$ cat src/rtl/nibble_add_sched_pkg.sv
// Shared definitions for the nibble-serial add/subtract scheduler:
// default slice count, FSM state encoding and requester identifiers.
package nibble_add_sched_pkg;

  localparam int NIBBLES_DEF = 4;

  typedef enum logic [1:0] {
    ST_IDLE = 2'd0,
    ST_RUN  = 2'd1,
    ST_DONE = 2'd2
  } state_t;

  localparam logic ID_REQ0 = 1'b0;
  localparam logic ID_REQ1 = 1'b1;

endpackage

$ cat src/rtl/nibble_add_sched_fulladdr.sv
// 4-bit ripple-carry adder slice; the only arithmetic in the scheduler.
module fulladdR (
  input  logic [3:0] i_a,
  input  logic [3:0] i_b,
  input  logic       i_cin,
  output logic [3:0] o_sum,
  output logic       o_cout
);

  logic [4:0] w_c;

  assign w_c[0] = i_cin;

  for (genvar g = 0; g < 4; g++) begin : g_bit
    assign o_sum[g]   = i_a[g] ^ i_b[g] ^ w_c[g];
    assign w_c[g + 1] = (i_a[g] & i_b[g]) | (w_c[g] & (i_a[g] ^ i_b[g]));
  end

  assign o_cout = w_c[4];

endmodule

$ cat src/rtl/nibble_add_sched.sv
// Two-requester add/subtract unit. A round-robin arbiter accepts one
// operation in IDLE, a single shared 4-bit slice processes it one nibble
// per cycle in RUN, and the result is held in DONE until consumed.
module nibble_add_sched
  import nibble_add_sched_pkg::*;
#(
  parameter int NIBBLES = NIBBLES_DEF
) (
  input  logic                 clk,
  input  logic                 rst,
  input  logic                 req0_valid,
  output logic                 req0_ready,
  input  logic [4*NIBBLES-1:0] req0_a,
  input  logic [4*NIBBLES-1:0] req0_b,
  input  logic                 req0_sub,
  input  logic                 req1_valid,
  output logic                 req1_ready,
  input  logic [4*NIBBLES-1:0] req1_a,
  input  logic [4*NIBBLES-1:0] req1_b,
  input  logic                 req1_sub,
  output logic                 rsp_valid,
  input  logic                 rsp_ready,
  output logic                 rsp_id,
  output logic [4*NIBBLES-1:0] rsp_sum,
  output logic                 rsp_cout,
  output logic                 busy
);

  localparam int W  = 4 * NIBBLES;
  localparam int IW = (NIBBLES > 1) ? $clog2(NIBBLES) : 1;

  state_t          r_state;
  logic            r_ptr;
  logic [W-1:0]    r_a;
  logic [W-1:0]    r_b;
  logic [W-1:0]    r_acc;
  logic [W-1:0]    r_sum;
  logic            r_carry;
  logic            r_cout;
  logic            r_id;
  logic            r_rsp_valid;
  logic            r_busy;
  logic [IW-1:0]   r_idx;

  logic            w_gnt_id;
  logic            w_accept;
  logic [W-1:0]    w_sel_a;
  logic [W-1:0]    w_sel_b;
  logic            w_sel_sub;
  logic [3:0]      w_a_nib;
  logic [3:0]      w_b_nib;
  logic [3:0]      w_slice_sum;
  logic            w_slice_cout;
  logic [W-1:0]    w_acc_next;
  logic            w_last;

  // Round-robin pick: pointer breaks ties, a lone requester always wins.
  always_comb begin
    w_gnt_id = ID_REQ0;
    if (req0_valid && req1_valid) begin
      w_gnt_id = r_ptr;
    end else if (req1_valid) begin
      w_gnt_id = ID_REQ1;
    end
  end

  // Acceptance only happens in IDLE; ready is additionally masked during reset.
  assign w_accept   = (r_state == ST_IDLE) && (req0_valid || req1_valid);
  assign req0_ready = w_accept && !rst && (w_gnt_id == ID_REQ0);
  assign req1_ready = w_accept && !rst && (w_gnt_id == ID_REQ1);

  assign w_sel_a   = (w_gnt_id == ID_REQ1) ? req1_a   : req0_a;
  assign w_sel_b   = (w_gnt_id == ID_REQ1) ? req1_b   : req0_b;
  assign w_sel_sub = (w_gnt_id == ID_REQ1) ? req1_sub : req0_sub;

  assign w_a_nib = r_a[4*r_idx +: 4];
  assign w_b_nib = r_b[4*r_idx +: 4];
  assign w_last  = (r_idx == IW'(NIBBLES - 1));

  fulladdR u_slice (
    .i_a    (w_a_nib),
    .i_b    (w_b_nib),
    .i_cin  (r_carry),
    .o_sum  (w_slice_sum),
    .o_cout (w_slice_cout)
  );

  // Accumulator with the current nibble merged into its slot.
  always_comb begin
    w_acc_next = r_acc;
    w_acc_next[4*r_idx +: 4] = w_slice_sum;
  end

  // Control FSM with registered response/status outputs.
  always_ff @(posedge clk or posedge rst) begin
    if (rst) begin
      r_state     <= ST_IDLE;
      r_ptr       <= ID_REQ0;
      r_carry     <= 1'b0;
      r_cout      <= 1'b0;
      r_sum       <= '0;
      r_id        <= ID_REQ0;
      r_rsp_valid <= 1'b0;
      r_busy      <= 1'b0;
      r_idx       <= '0;
    end else begin
      case (r_state)
        ST_IDLE: begin
          if (w_accept) begin
            r_id    <= w_gnt_id;
            r_ptr   <= ~w_gnt_id;
            // Subtraction is a + ~b + 1: the +1 enters as the initial carry.
            r_carry <= w_sel_sub;
            r_idx   <= '0;
            r_busy  <= 1'b1;
            r_state <= ST_RUN;
          end
        end
        ST_RUN: begin
          r_carry <= w_slice_cout;
          r_idx   <= r_idx + 1'b1;
          if (w_last) begin
            r_sum       <= w_acc_next;
            r_cout      <= w_slice_cout;
            r_rsp_valid <= 1'b1;
            r_state     <= ST_DONE;
          end
        end
        ST_DONE: begin
          if (rsp_ready) begin
            r_rsp_valid <= 1'b0;
            r_busy      <= 1'b0;
            r_state     <= ST_IDLE;
          end
        end
        default: r_state <= ST_IDLE;
      endcase
    end
  end

  // Operand and partial-result storage; no reset needed, always written before use.
  always_ff @(posedge clk) begin
    if (w_accept) begin
      r_a <= w_sel_a;
      r_b <= w_sel_sub ? ~w_sel_b : w_sel_b;
    end
    if (r_state == ST_RUN) begin
      r_acc <= w_acc_next;
    end
  end

  assign rsp_valid = r_rsp_valid;
  assign rsp_id    = r_id;
  assign rsp_sum   = r_sum;
  assign rsp_cout  = r_cout;
  assign busy      = r_busy;

endmodule

$ cat config.mk
export PLATFORM = sky130hd
export DESIGN_NAME = nibble_add_sched
export DESIGN_NICKNAME = d
export VERILOG_FILES = /design/src/rtl/nibble_add_sched_pkg.sv /design/src/rtl/nibble_add_sched_fulladdr.sv /design/src/rtl/nibble_add_sched.sv
export SDC_FILE = /design/constraint.sdc
export NUM_CORES = 1
export LEC_CHECK = 0
export ABC_AREA = 1
export BUFFER_PORTS_ARGS = -buffer_cell sky130_fd_sc_hd__clkbuf_2
export CORE_MARGIN = 2
export CORE_UTILIZATION = 30
export DETAILED_ROUTE_END_ITERATION = 12
export PLACE_DENSITY_LB_ADDON = 0.3
export SLEW_MARGIN = 10
export SYNTH_ARGS = -nofsm -noshare
export SYNTH_HDL_FRONTEND = slang
export SYNTH_HIERARCHICAL = 1
export SYNTH_SLANG_ARGS = --single-unit
$ cat constraint.sdc
create_clock -name clk -period 2.9 [get_ports clk]
set_input_delay 0.29 -clock clk [delete_from_list [all_inputs] [get_ports clk]]
set_output_delay 0.29 -clock clk [all_outputs]
set_load 0.05 [all_outputs]
==> results of run 1 <==
placed cells by master, fill, tap and decap left out, drive strengths merged:
cell type and count:
o21ai 26, nor2 32, nand3 25, inv 47, nand4 4, fa 4, nor3 2, o22ai 8
buf 23, nand3b 16, o31ai 1, edfxtp 44, nand2 255, o21a 1, clkinvlp 1, clkbuf 101
dfrtp 26, clkinv 7, bufinv 1, and3 1, ha 5
synthesized netlist by cell type:
master      n  area share, %
dfrtp_1    26             16
nand3b_1   16            3.0
nand2_1   251             23
nor2_4      1           0.28
o21ai_0    25            3.1
buf_1       1          0.093
and3_1      1           0.16
ha_1        5            1.6
o22ai_1     8            1.2
nor2_1     31            2.9
nand3_1    25            3.1
fa_1        4            2.0
clkinv_1    1          0.093
inv_2       1          0.093
buf_4       4           0.75
edfxtp_1   44             33
clkbuf_1    3           0.28
nand2_2     4           0.62
nor3_2      1           0.25
o21ai_1     1           0.12
nand4_1     4           0.62
buf_6       1           0.28
inv_1      47            4.4
o31ai_1     1           0.19
o21a_1      1           0.19
buf_2      15            1.9
nor3_1      1           0.12
power breakdown:
part	total, mW	internal, mW	leakage [nW]	switching, mW
sequential	1.74	1.56	0.754	0.171
clock	1.05	0.658	0.143	0.395
combinational	2.84	0.980	1.78	1.86
total	5.63	3.20	2.67	2.43
layer usage:
layer,GRT usage [%],wire [µm],vias up
met5,0,0,-
met4,3.75,87,0
met3,3.09,395,11
met2,21.5,4240,70
met1,17.3,4370,1541
li1,-,-,1859
state kept, by name, summed over array words and instances (netlist names):
name       cells
r_ptr          1
rsp_id         1
r_idx          2
r_carry        1
rsp_cout       1
r_b           16
rsp_valid      1
r_acc         12
busy           1
r_state        2
rsp_sum       16
r_a           16
cells by family (layout without fill, tap and decap cells):
kind of cell / after synthesis / after routing / share of synthesized area [%]
simple gates: 335 / 335 / 34.6
fa+ha+maj: 9 / 9 / 3.56
compound gates: 36 / 36 / 4.87
flops: 70 / 70 / 49.2
buf+inv: 73 / 180 / 7.86
area by class of cell:
class	instances	area [µm²]
clock buffers	9	225
fillers	1358	8050
flip-flops and latches	70	1970
repair buffers	115	637
well taps	176	220
clock inverters	7	65.1
multi-input cells	380	1770
inverters	49	189
critical path: cells and delay by family, from the launching register on:
family / cells / cell delay, ns
AOI/OAI and AO/OA: 2 / 0.26
adders and majority gates: 4 / 1.29
buffers and inverters: 5 / 0.38
DFF: 1 / 0.47
and+or+nand+nor: 6 / 0.42
worst max path at each step:
stage               startpoint          to  slack (ns)  depth (start not counted)
floorplan             r_idx[0]  rsp_sum[7]       0.008                         18
global placement      r_idx[0]  rsp_sum[7]       -0.12                         17
detailed placement    r_idx[0]  rsp_sum[7]       -0.24                         17
CTS                   r_idx[0]  rsp_sum[7]       0.004                         17
global route          r_idx[0]  rsp_sum[3]       -0.13                         16
finish                r_idx[0]  rsp_sum[7]        0.02                         17
per-stage QoR:
stage	std cells	utilization [%]
floorplan	523	-
global placement	785	35.8
detailed placement	785	35.8
CTS	804	38.2
global route	806	38.7
finish	806	38.7
timing repair:
action / CTS / global route
buffers inserted: 3 / 2
resized for setup: 4 / 21
setup endpoints to repair: 7 / 7
pin swaps: 1 / 9
endpoints found under the hold margin: 0 / 0
==> flow_metrics.py, run 1 <==
metrics = {
    "clock_network": {
        "cts_inserted_buffers": 9,
        "path_clk_slew_ns": 0.06,
        "clock-sinks": 70,
        "hold_buffers": 0,
        "clk_latency_ns": 0.33,
        "cts_tree": "built",
        "clockRootBuffer": "clkbuf_16",
        "htreeDepth": 3,
        "cts_buffer_depth": 2,
    },
    "routing": {
        "vias_per_cell": 4.32,
        "drtIter0Drc": 181,
        "dr_total_vias": 3481,
        "firstDrtPassIters": 4,
        "drc_errors": 0,
        "ant_nets": 0,
        "avgRoutedWirePerCell_um": 11.3,
        "drt_wl_total_um": 9090,
    },
    "critical_path": {
        "rr_worst_depth": 17,
        "crit_slowest_cell": "dfrtp_2",
        "ff2ff_setup_slack_ns": 0.02,
        "arrival_ns": 3.14,
        "cp_data_required_time_ns": 3.17,
        "startpoint_type": "flip-flop",
        "worstSetupPathType": "reg -> reg",
        "rr_endpoint": "rsp_sum[7]",
        "cp_max_fo": 7,
        "path_cells": "clkinv_4 > o21ai_4 > o22ai_2 > fa_2 > inv_2 > fa_2 > inv_2 > fa_2 > inv_2 > fa_1 > inv_2 > nand2_1 > nor2_2 > nand2_1 > nand2_1 > nand2_1 > nand2_1",
        "cp_slowest_stage_delay_ns": 0.47,
        "reg2reg_from": "r_idx[0]",
        "end_kind": "flip-flop",
        "crit_top_cell": "nand2_1",
    },
    "outcome": {
        "status": "completed",
    },
    "die": {
        "core-area_um2": 13100,
        "die_y_um": 120,
        "start_util_pct": 30.5,
        "ioPinCount": 93,
        "die_area_um2": 14300,
        "rows": 42,
        "die_w_um": 120,
    },
    "worst_hold_path": {
        "hold_path.class": "in -> reg",
        "hold_start": "rsp_ready",
        "min_path_cells": 2,
        "whs_endpoint": "r_state[1]",
    },
    "place": {
        "io_buffers": 92,
        "post-dp-hpwl_um": 6900,
        "dpl-instance-area_um2": 4700,
        "place.gp.congestion": 0.840,
        "place_ws_ns": -0.238,
    },
    "sta": {
        "hold_viol": 0,
        "period_minus_slack_ns": 2.88,
        "slew_viol_final": 0,
        "max_slew_margin_pct": 31.7,
        "grt_setup_unrepaired": "yes",
        "finalClockSkew_ns": 0.00732,
        "fmax_mhz": 347,
        "worstMarginPinSlew_ns": 1.02,
        "fin_ws_ns": 0.0223,
        "fin_crit_sh_pct": 99.2,
        "hold-worst-slack_ns": 0.169,
        "setup_violations": 0,
        "setup_tns_ns": 0,
    },
    "yosys": {
        "avgSynthCellArea_um2": 7.67,
        "synth_cell_type_count": 27,
        "ys_seq_area_share_pct": 49.2,
        "synthesis.area_um2": 4010,
        "synthCells": 523,
        "synth_seq_cells": 70,
        "syn-num-nets": 603,
        "yosys_warnings": 6,
    },
    "global_route": {
        "grt_max_degree": 38,
        "grt_pass1_vias": 3300,
        "overflow": 0,
        "track_usage_pct": 13.1,
        "antenna_found_initial": 0,
        "grt_pass1_wl_um": 15200,
    },
    "layout": {
        "postLayoutCellArea_um2": 5080,
        "diodes": 0,
        "drive_above_1_share_pct": 24.6,
        "area_growth_syn_to_layout_pct": 26.7,
        "fin_nets": 705,
    },
    "pwr": {
        "power_leakage_nw": 2.67,
        "powerDensity_nw_per_um2": 1110,
        "vdd_drop_max_v": 0.000446,
        "power_mw": 5.63,
    },
    "job": {
        "maxCapViolations": 0,
    },
}
No activity file was read; power rests on OpenSTA's default activity.
==> run 2, diff against run 1 <==
--- a/config.mk
+++ b/config.mk
@@ -11,8 +11,8 @@
 export CORE_UTILIZATION = 30
 export DETAILED_ROUTE_END_ITERATION = 12
 export PLACE_DENSITY_LB_ADDON = 0.3
+export RECOVER_POWER = 100
 export SLEW_MARGIN = 10
 export SYNTH_ARGS = -nofsm -noshare
 export SYNTH_HDL_FRONTEND = slang
-export SYNTH_HIERARCHICAL = 1
 export SYNTH_SLANG_ARGS = --single-unit
==> run 2 against run 1 <==
Compared with the run above: non-clock buffer count shrank 7; global-route usage grew 0.78 points; first-iteration DRC count grew 9.9%; largest cell class unchanged.
==> flow_metrics.py, run 2 <==
metrics = {
    "outcome": {
        "status": "completed",
    },
    "layout": {
        "fin_nets": 692,
        "final_cells": 796,
        "area_growth_syn_to_layout_pct": 22.2,
        "fin_util_pct": 37.4,
        "drive_above_1_share_pct": 22.7,
        "regArea_um2": 2090,
        "nFillCells": 1457,
        "final_cell_mix": "219 x nand2_1, 87 x clkbuf_2, 48 x edfxtp_1",
        "layout_commonest_cell": "nand2_1",
        "multiInputGateArea_um2": 1800,
        "diodes": 0,
    },
    "die": {
        "core-area_um2": 13800,
        "die_area_um2": 15100,
        "start_util_pct": 30.6,
        "die_w_um": 123,
        "rows": 43,
        "die_y_um": 123,
        "ioPinCount": 93,
    },
    "yosys": {
        "synthesis.area_um2": 4230,
        "synthMuxAreaShare_pct": 0,
        "async_flop_share_pct": 35.1,
        "synthAdderAreaFrac_pct": 3.67,
        "synth_seq_cells": 74,
        "synthCells": 519,
        "synth_edf_count": 48,
        "syn-num-nets": 600,
        "synthFlopType": "edfxtp_1",
        "synth_cell_type_count": 26,
        "synthMostInstantiatedCell": "nand2_1",
        "synthXorXnorAreaFrac_pct": 0,
        "synthTopCellsByCount": "219 x nand2_1, 48 x edfxtp_1, 46 x nand3_1",
        "ys_top_cells_by_area": "edfxtp_1 34%, nand2_1 19%, dfrtp_1 15%",
        "yosys.area.top_type_share_pct": 34.1,
        "synth_top_cell_by_area": "edfxtp_1",
        "yosys_warnings": 0,
        "synth_compound_area_share_pct": 6.39,
        "synth_top_family_by_area": "simple AND/OR/NAND/NOR gates",
        "avgSynthCellArea_um2": 8.15,
        "ys_seq_area_share_pct": 49.4,
        "synthSimpleGateAreaFrac_pct": 31.9,
    },
    "critical_path": {
        "reg2reg_from": "r_idx[0]",
        "end_kind": "flip-flop",
        "cp_max_fo": 6,
        "crit_path_end": "rsp_sum[15]",
        "rr_worst_depth": 16,
        "cp_data_required_time_ns": 3.18,
        "ff2ff_setup_slack_ns": 0.06,
        "rr_endpoint": "rsp_sum[15]",
        "crit_start": "r_idx[0]",
        "worstSetupPathType": "reg -> reg",
        "startpoint_type": "flip-flop",
        "arrival_ns": 3.12,
    },
    "place": {
        "place_inst": 777,
        "io_buffers": 92,
        "place_ws_ns": -0.0285,
        "place.gp.congestion": 0.797,
        "post-dp-hpwl_um": 7510,
    },
    "sta": {
        "worstMarginPinSlew_ns": 0.821,
        "setup_violations": 0,
        "fmax_mhz": 352,
        "period_minus_slack_ns": 2.84,
        "max_slew_margin_pct": 45.2,
        "grt_setup_unrepaired": "yes",
        "hold_viol": 0,
        "fin_ws_ns": 0.0556,
        "fin_crit_sh_pct": 98.1,
        "finalClockSkew_ns": 0.00661,
        "slew_viol_final": 0,
        "setup_tns_ns": 0,
    },
    "global_route": {
        "track_usage_pct": 13.9,
        "antenna_found_initial": 0,
        "grt_max_degree": 52,
        "grt_pass1_vias": 3430,
        "grt_pass1_wl_um": 16400,
        "overflow": 0,
    },
    "clock_network": {
        "hold_buffers": 0,
        "cts_tree": "built",
        "htreeDepth": 3,
        "clk_latency_ns": 0.33,
        "clock-sinks": 74,
        "clockRootBuffer": "clkbuf_16",
        "path_clk_slew_ns": 0.06,
        "cts_inserted_buffers": 9,
        "cts_buffer_depth": 2,
    },
    "worst_hold_path": {
        "hold_path.class": "in -> async",
    },
    "routing": {
        "ant_nets": 0,
        "dr_total_vias": 3613,
        "drc_errors": 0,
        "firstDrtPassIters": 5,
        "avgRoutedWirePerCell_um": 12.3,
        "drt_wl_total_um": 9830,
        "drtIter0Drc": 199,
        "vias_per_cell": 4.54,
    },
    "pwr": {
        "powerDensity_nw_per_um2": 1120,
        "power_mw": 5.80,
        "vdd_drop_max_v": 0.000612,
        "power_leakage_nw": 2.61,
    },
    "job": {
        "maxCapViolations": 0,
    },
}
-- run 2: how the worst min path moves through the flow --
| stage | end | slack (ns) | startpoint | cells past startpoint |
|---|---|---|---|---|
| 6_report | r_ptr | 0.12 | rst | 2 |
| 3_5_place_dp | rsp_sum[11] | 0.47 | rsp_sum[11] | 2 |
| 2_1_floorplan | busy | 0.33 | rst | 1 |
| 3_3_place_gp | rsp_sum[4] | 0.46 | rsp_sum[4] | 2 |
| 5_1_grt | r_state[1] | 0.19 | rsp_ready | 2 |
| 4_1_cts | rsp_sum[11] | 0.16 | rst | 2 |
-- run 2: cell families (layout without fill, tap and decap cells) --
| kind of cell | after synthesis | in the layout |
|---|---|---|
| AO/OA/AOI/OAI | 45 | 45 |
| adder cells (fa/ha/maj) | 10 | 10 |
| buffers and inverters | 72 | 169 |
| flip-flops | 74 | 74 |
| AND/OR/NAND/NOR | 318 | 318 |
-- run 2: timing repair --
| item | 4_1_cts | 5_1_grt |
|---|---|---|
| pin swaps | 0 | 4 |
| setup endpoints to repair | 4 | 8 |
| setup buffers | 1 | 2 |
| gates resized for setup | 5 | 16 |
-- run 2: where the power goes --
group          internal [mW]  switching [mW]  total (mW)
Clock                  0.663           0.408        1.07
Sequential              1.70           0.187        1.89
Combinational          0.904            1.94        2.84
Total                   3.27            2.53        5.80
-- run 2: stage by stage --
stage	cell area (µm²)	hold WS (ns)
floorplan	4250	0.330
global placement	4830	0.465
detailed placement	4830	0.469
CTS	5140	0.155
global route	5170	0.188
finish	5170	0.123
-- run 2: cell type report --
cell class	instances	share of cell area, %
Clock buffer	11	4.50
Clock inverter	5	1.06
Inverter	45	3.31
Multi-Input combinational cell	373	34.8
Sequential cell	74	40.5
Tap cell	180	4.35
Timing Repair Buffer	108	11.5
-- run 2: critical path: stages, from the launching register on --
cell and delay [ns]:
dfrtp_2 0.46, buf_6 0.15, nor2_2 0.07, o22a_1 0.18, fa_2 0.20, inv_2 0.04, fa_2 0.33, inv_2 0.06
fa_2 0.18, inv_2 0.04, fa_1 0.57, inv_2 0.05, nor2_4 0.10, nand2_1 0.06, o21bai_1 0.18, nand2_1 0.07
nand2_1 0.06
-- run 2: per-layer routing --
layer | global-route usage (%) | vias to the layer above | part of all wire [%]
met3 | 2.79 | 14 | 4.8
li1 | - | 1857 | -
met1 | 17.5 | 1660 | 45
met2 | 22.9 | 82 | 48
met4 | 6.18 | 0 | 1.7
met5 | 0 | - | 0
==> run 3, diff against run 2 <==
--- a/config.mk
+++ b/config.mk
@@ -6,10 +6,10 @@
 export NUM_CORES = 1
 export LEC_CHECK = 0
 export ABC_AREA = 1
-export BUFFER_PORTS_ARGS = -buffer_cell sky130_fd_sc_hd__clkbuf_2
 export CORE_MARGIN = 2
 export CORE_UTILIZATION = 30
 export DETAILED_ROUTE_END_ITERATION = 12
+export DONT_BUFFER_PORTS = 1
 export PLACE_DENSITY_LB_ADDON = 0.3
 export RECOVER_POWER = 100
 export SLEW_MARGIN = 10
==> run 3 against run 2 <==
Compared with the run above: the flow now finishes with violations (hold timing, setup timing); non-clock buffer count decreased by 88; first-iteration DRC count fell by 2.5%; via count is 9.0% lower; sequential cell count is the same; sequential power up 22%; worst setup slack got worse by 0.093 ns; critical endpoint unchanged; core utilization fell by 2.7 points; clock power up 11%; clock skew about the same; global-route usage fell by 0.33 points; die area unchanged; register-to-register slack worse by 0.09 ns.
==> flow_metrics.py, run 3 (synthesis gave the netlist of run 2 again) <==
metrics = {
    "critical_path": {
        "crit_path_end": "rsp_sum[15]",
        "cp_data_required_time_ns": 3.17,
        "rr_endpoint": "rsp_sum[15]",
        "rr_worst_depth": 16,
        "cp_max_fo": 6,
        "startpoint_type": "flip-flop",
        "ff2ff_setup_slack_ns": -0.04,
        "arrival_ns": 3.21,
        "worstSetupPathType": "reg -> reg",
        "crit_start": "r_idx[0]",
        "end_kind": "flip-flop",
        "reg2reg_from": "r_idx[0]",
    },
    "place": {
        "post-dp-hpwl_um": 7160,
        "dpl-instance-area_um2": 4370,
        "place.gp.congestion": 0.804,
        "io_buffers": 0,
    },
    "pwr": {
        "vdd_drop_max_v": 0.000454,
        "powerDensity_nw_per_um2": 1230,
        "power_mw": 5.88,
        "power_leakage_nw": 2.28,
    },
    "die": {
        "die_w_um": 123,
        "die_y_um": 123,
        "core-area_um2": 13800,
        "start_util_pct": 30.6,
        "rows": 43,
        "ioPinCount": 93,
        "die_area_um2": 15100,
    },
    "routing": {
        "highest_layer": "met4",
        "drtIter0Drc": 194,
        "route.met2.wl_um": 4710,
        "drc_errors": 0,
        "avgRoutedWirePerCell_um": 13.8,
        "wl_met1_um": 4280,
        "drt_wl_total_um": 9770,
        "ant_nets": 0,
        "vias_per_cell": 4.64,
        "firstDrtPassIters": 4,
        "dr_total_vias": 3287,
        "wl_met3_um": 653,
    },
    "clock_network": {
        "path_clk_slew_ns": 0.06,
        "cts_buffer_depth": 2,
        "clock-sinks": 74,
        "hold_buffers": 0,
        "clk_latency_ns": 0.33,
        "cts_tree": "built",
        "cts_inserted_buffers": 9,
        "clockRootBuffer": "clkbuf_16",
        "htreeDepth": 3,
    },
    "sta": {
        "hold-worst-slack_ns": -0.0350,
        "setup_tns_ns": -0.0370,
        "grt_setup_unrepaired": "yes",
        "slew_viol_final": 0,
        "hold_viol": 26,
        "setup_violations": 1,
        "fmax_mhz": 340,
        "max_slew_margin_pct": 30.2,
        "period_minus_slack_ns": 2.94,
        "fin_ws_ns": -0.0370,
        "fin_crit_sh_pct": 101,
        "finalClockSkew_ns": 0.00672,
        "worstMarginPinSlew_ns": 1.04,
    },
    "layout": {
        "final_cell_mix": "219 x nand2_1, 48 x edfxtp_1, 46 x nand3_1",
        "postLayoutCellArea_um2": 4790,
        "area_growth_syn_to_layout_pct": 13.3,
        "fin_nets": 604,
        "layout_commonest_cell": "nand2_1",
        "drive_above_1_share_pct": 12.1,
        "diodes": 0,
    },
    "global_route": {
        "grt_max_degree": 52,
        "grt_pass1_wl_um": 15900,
        "grt_pass1_vias": 3184,
        "overflow": 0,
        "track_usage_pct": 13.5,
        "antenna_found_initial": 0,
    },
    "outcome": {
        "status": "finished with violations",
        "violations": "hold timing, setup timing",
    },
    "worst_hold_path": {
        "hold_path.class": "in -> async",
    },
    "job": {
        "maxCapViolations": 0,
    },
}
[run 3: how the worst min path moves through the flow]
stage,start,end,slack [ns],cells after the start
finish,rst,rsp_valid,-0.03,1
global route,rst,r_idx[1],0.02,1
CTS,rsp_ready,r_state[1],0.04,1
detailed placement,rsp_ready,r_state[1],0.40,1
global placement,rsp_ready,r_state[1],0.39,1
floorplan,rst,busy,0.33,1
[run 3: timing repair]
| action | CTS | global route |
|---|---|---|
| pin swaps | 2 | 11 |
| cloned | 0 | 0 |
| gates resized for setup | 3 | 25 |
| buffers inserted | 4 | 2 |
| endpoints found under the setup margin | 6 | 9 |
[run 3: routing by layer]
layer | global-route usage, % | vias up
met1 | 17.3 | 1505
met3 | 4.41 | 12
met5 | 0 | -
met4 | 3.81 | 0
li1 | - | 1681
met2 | 21.9 | 89
[run 3: cell type report]
| type | count | area (µm²) |
|---|---|---|
| clock buffer | 9 | 225 |
| clock inverter | 7 | 91.3 |
| fill | 1427 | 9030 |
| inverter | 45 | 171 |
| multi-input combinational | 373 | 1830 |
| sequential | 74 | 2090 |
| tap | 180 | 225 |
| timing repair buffer | 20 | 158 |
[run 3: metrics by stage]
step | instances | utilization, % | hold slack, ns | setup slack (ns)
4_1_cts | 706 | 34.2 | 0.0369 | 0.00338
2_1_floorplan | 519 | - | 0.330 | 0.000889
3_5_place_dp | 686 | 31.6 | 0.400 | -0.0532
6_report | 708 | 34.7 | -0.0350 | -0.0370
5_1_grt | 708 | 34.7 | 0.0199 | -0.207
3_3_place_gp | 686 | 31.6 | 0.393 | 0.0135
[run 3: power breakdown]
| group | internal (mW) | switching, mW | leakage [nW] |
|---|---|---|---|
| clock network | 0.753 | 0.439 | 0.158 |
| logic | 0.862 | 1.52 | 1.33 |
| registers | 1.69 | 0.609 | 0.789 |
| total | 3.31 | 2.57 | 2.28 |
[run 3: critical path, cell delays in order, from the launching register on]
cell      delay, ns
dfrtp_2        0.45
inv_4          0.07
buf_4          0.13
buf_4          0.15
o21ai_2        0.14
o22ai_2        0.11
fa_2           0.41
inv_2          0.07
fa_2           0.19
inv_2          0.04
fa_1           0.57
inv_2          0.05
nor2_4         0.12
nand2_1        0.06
o21bai_1       0.17
nand2_1        0.08
nand2_1        0.07
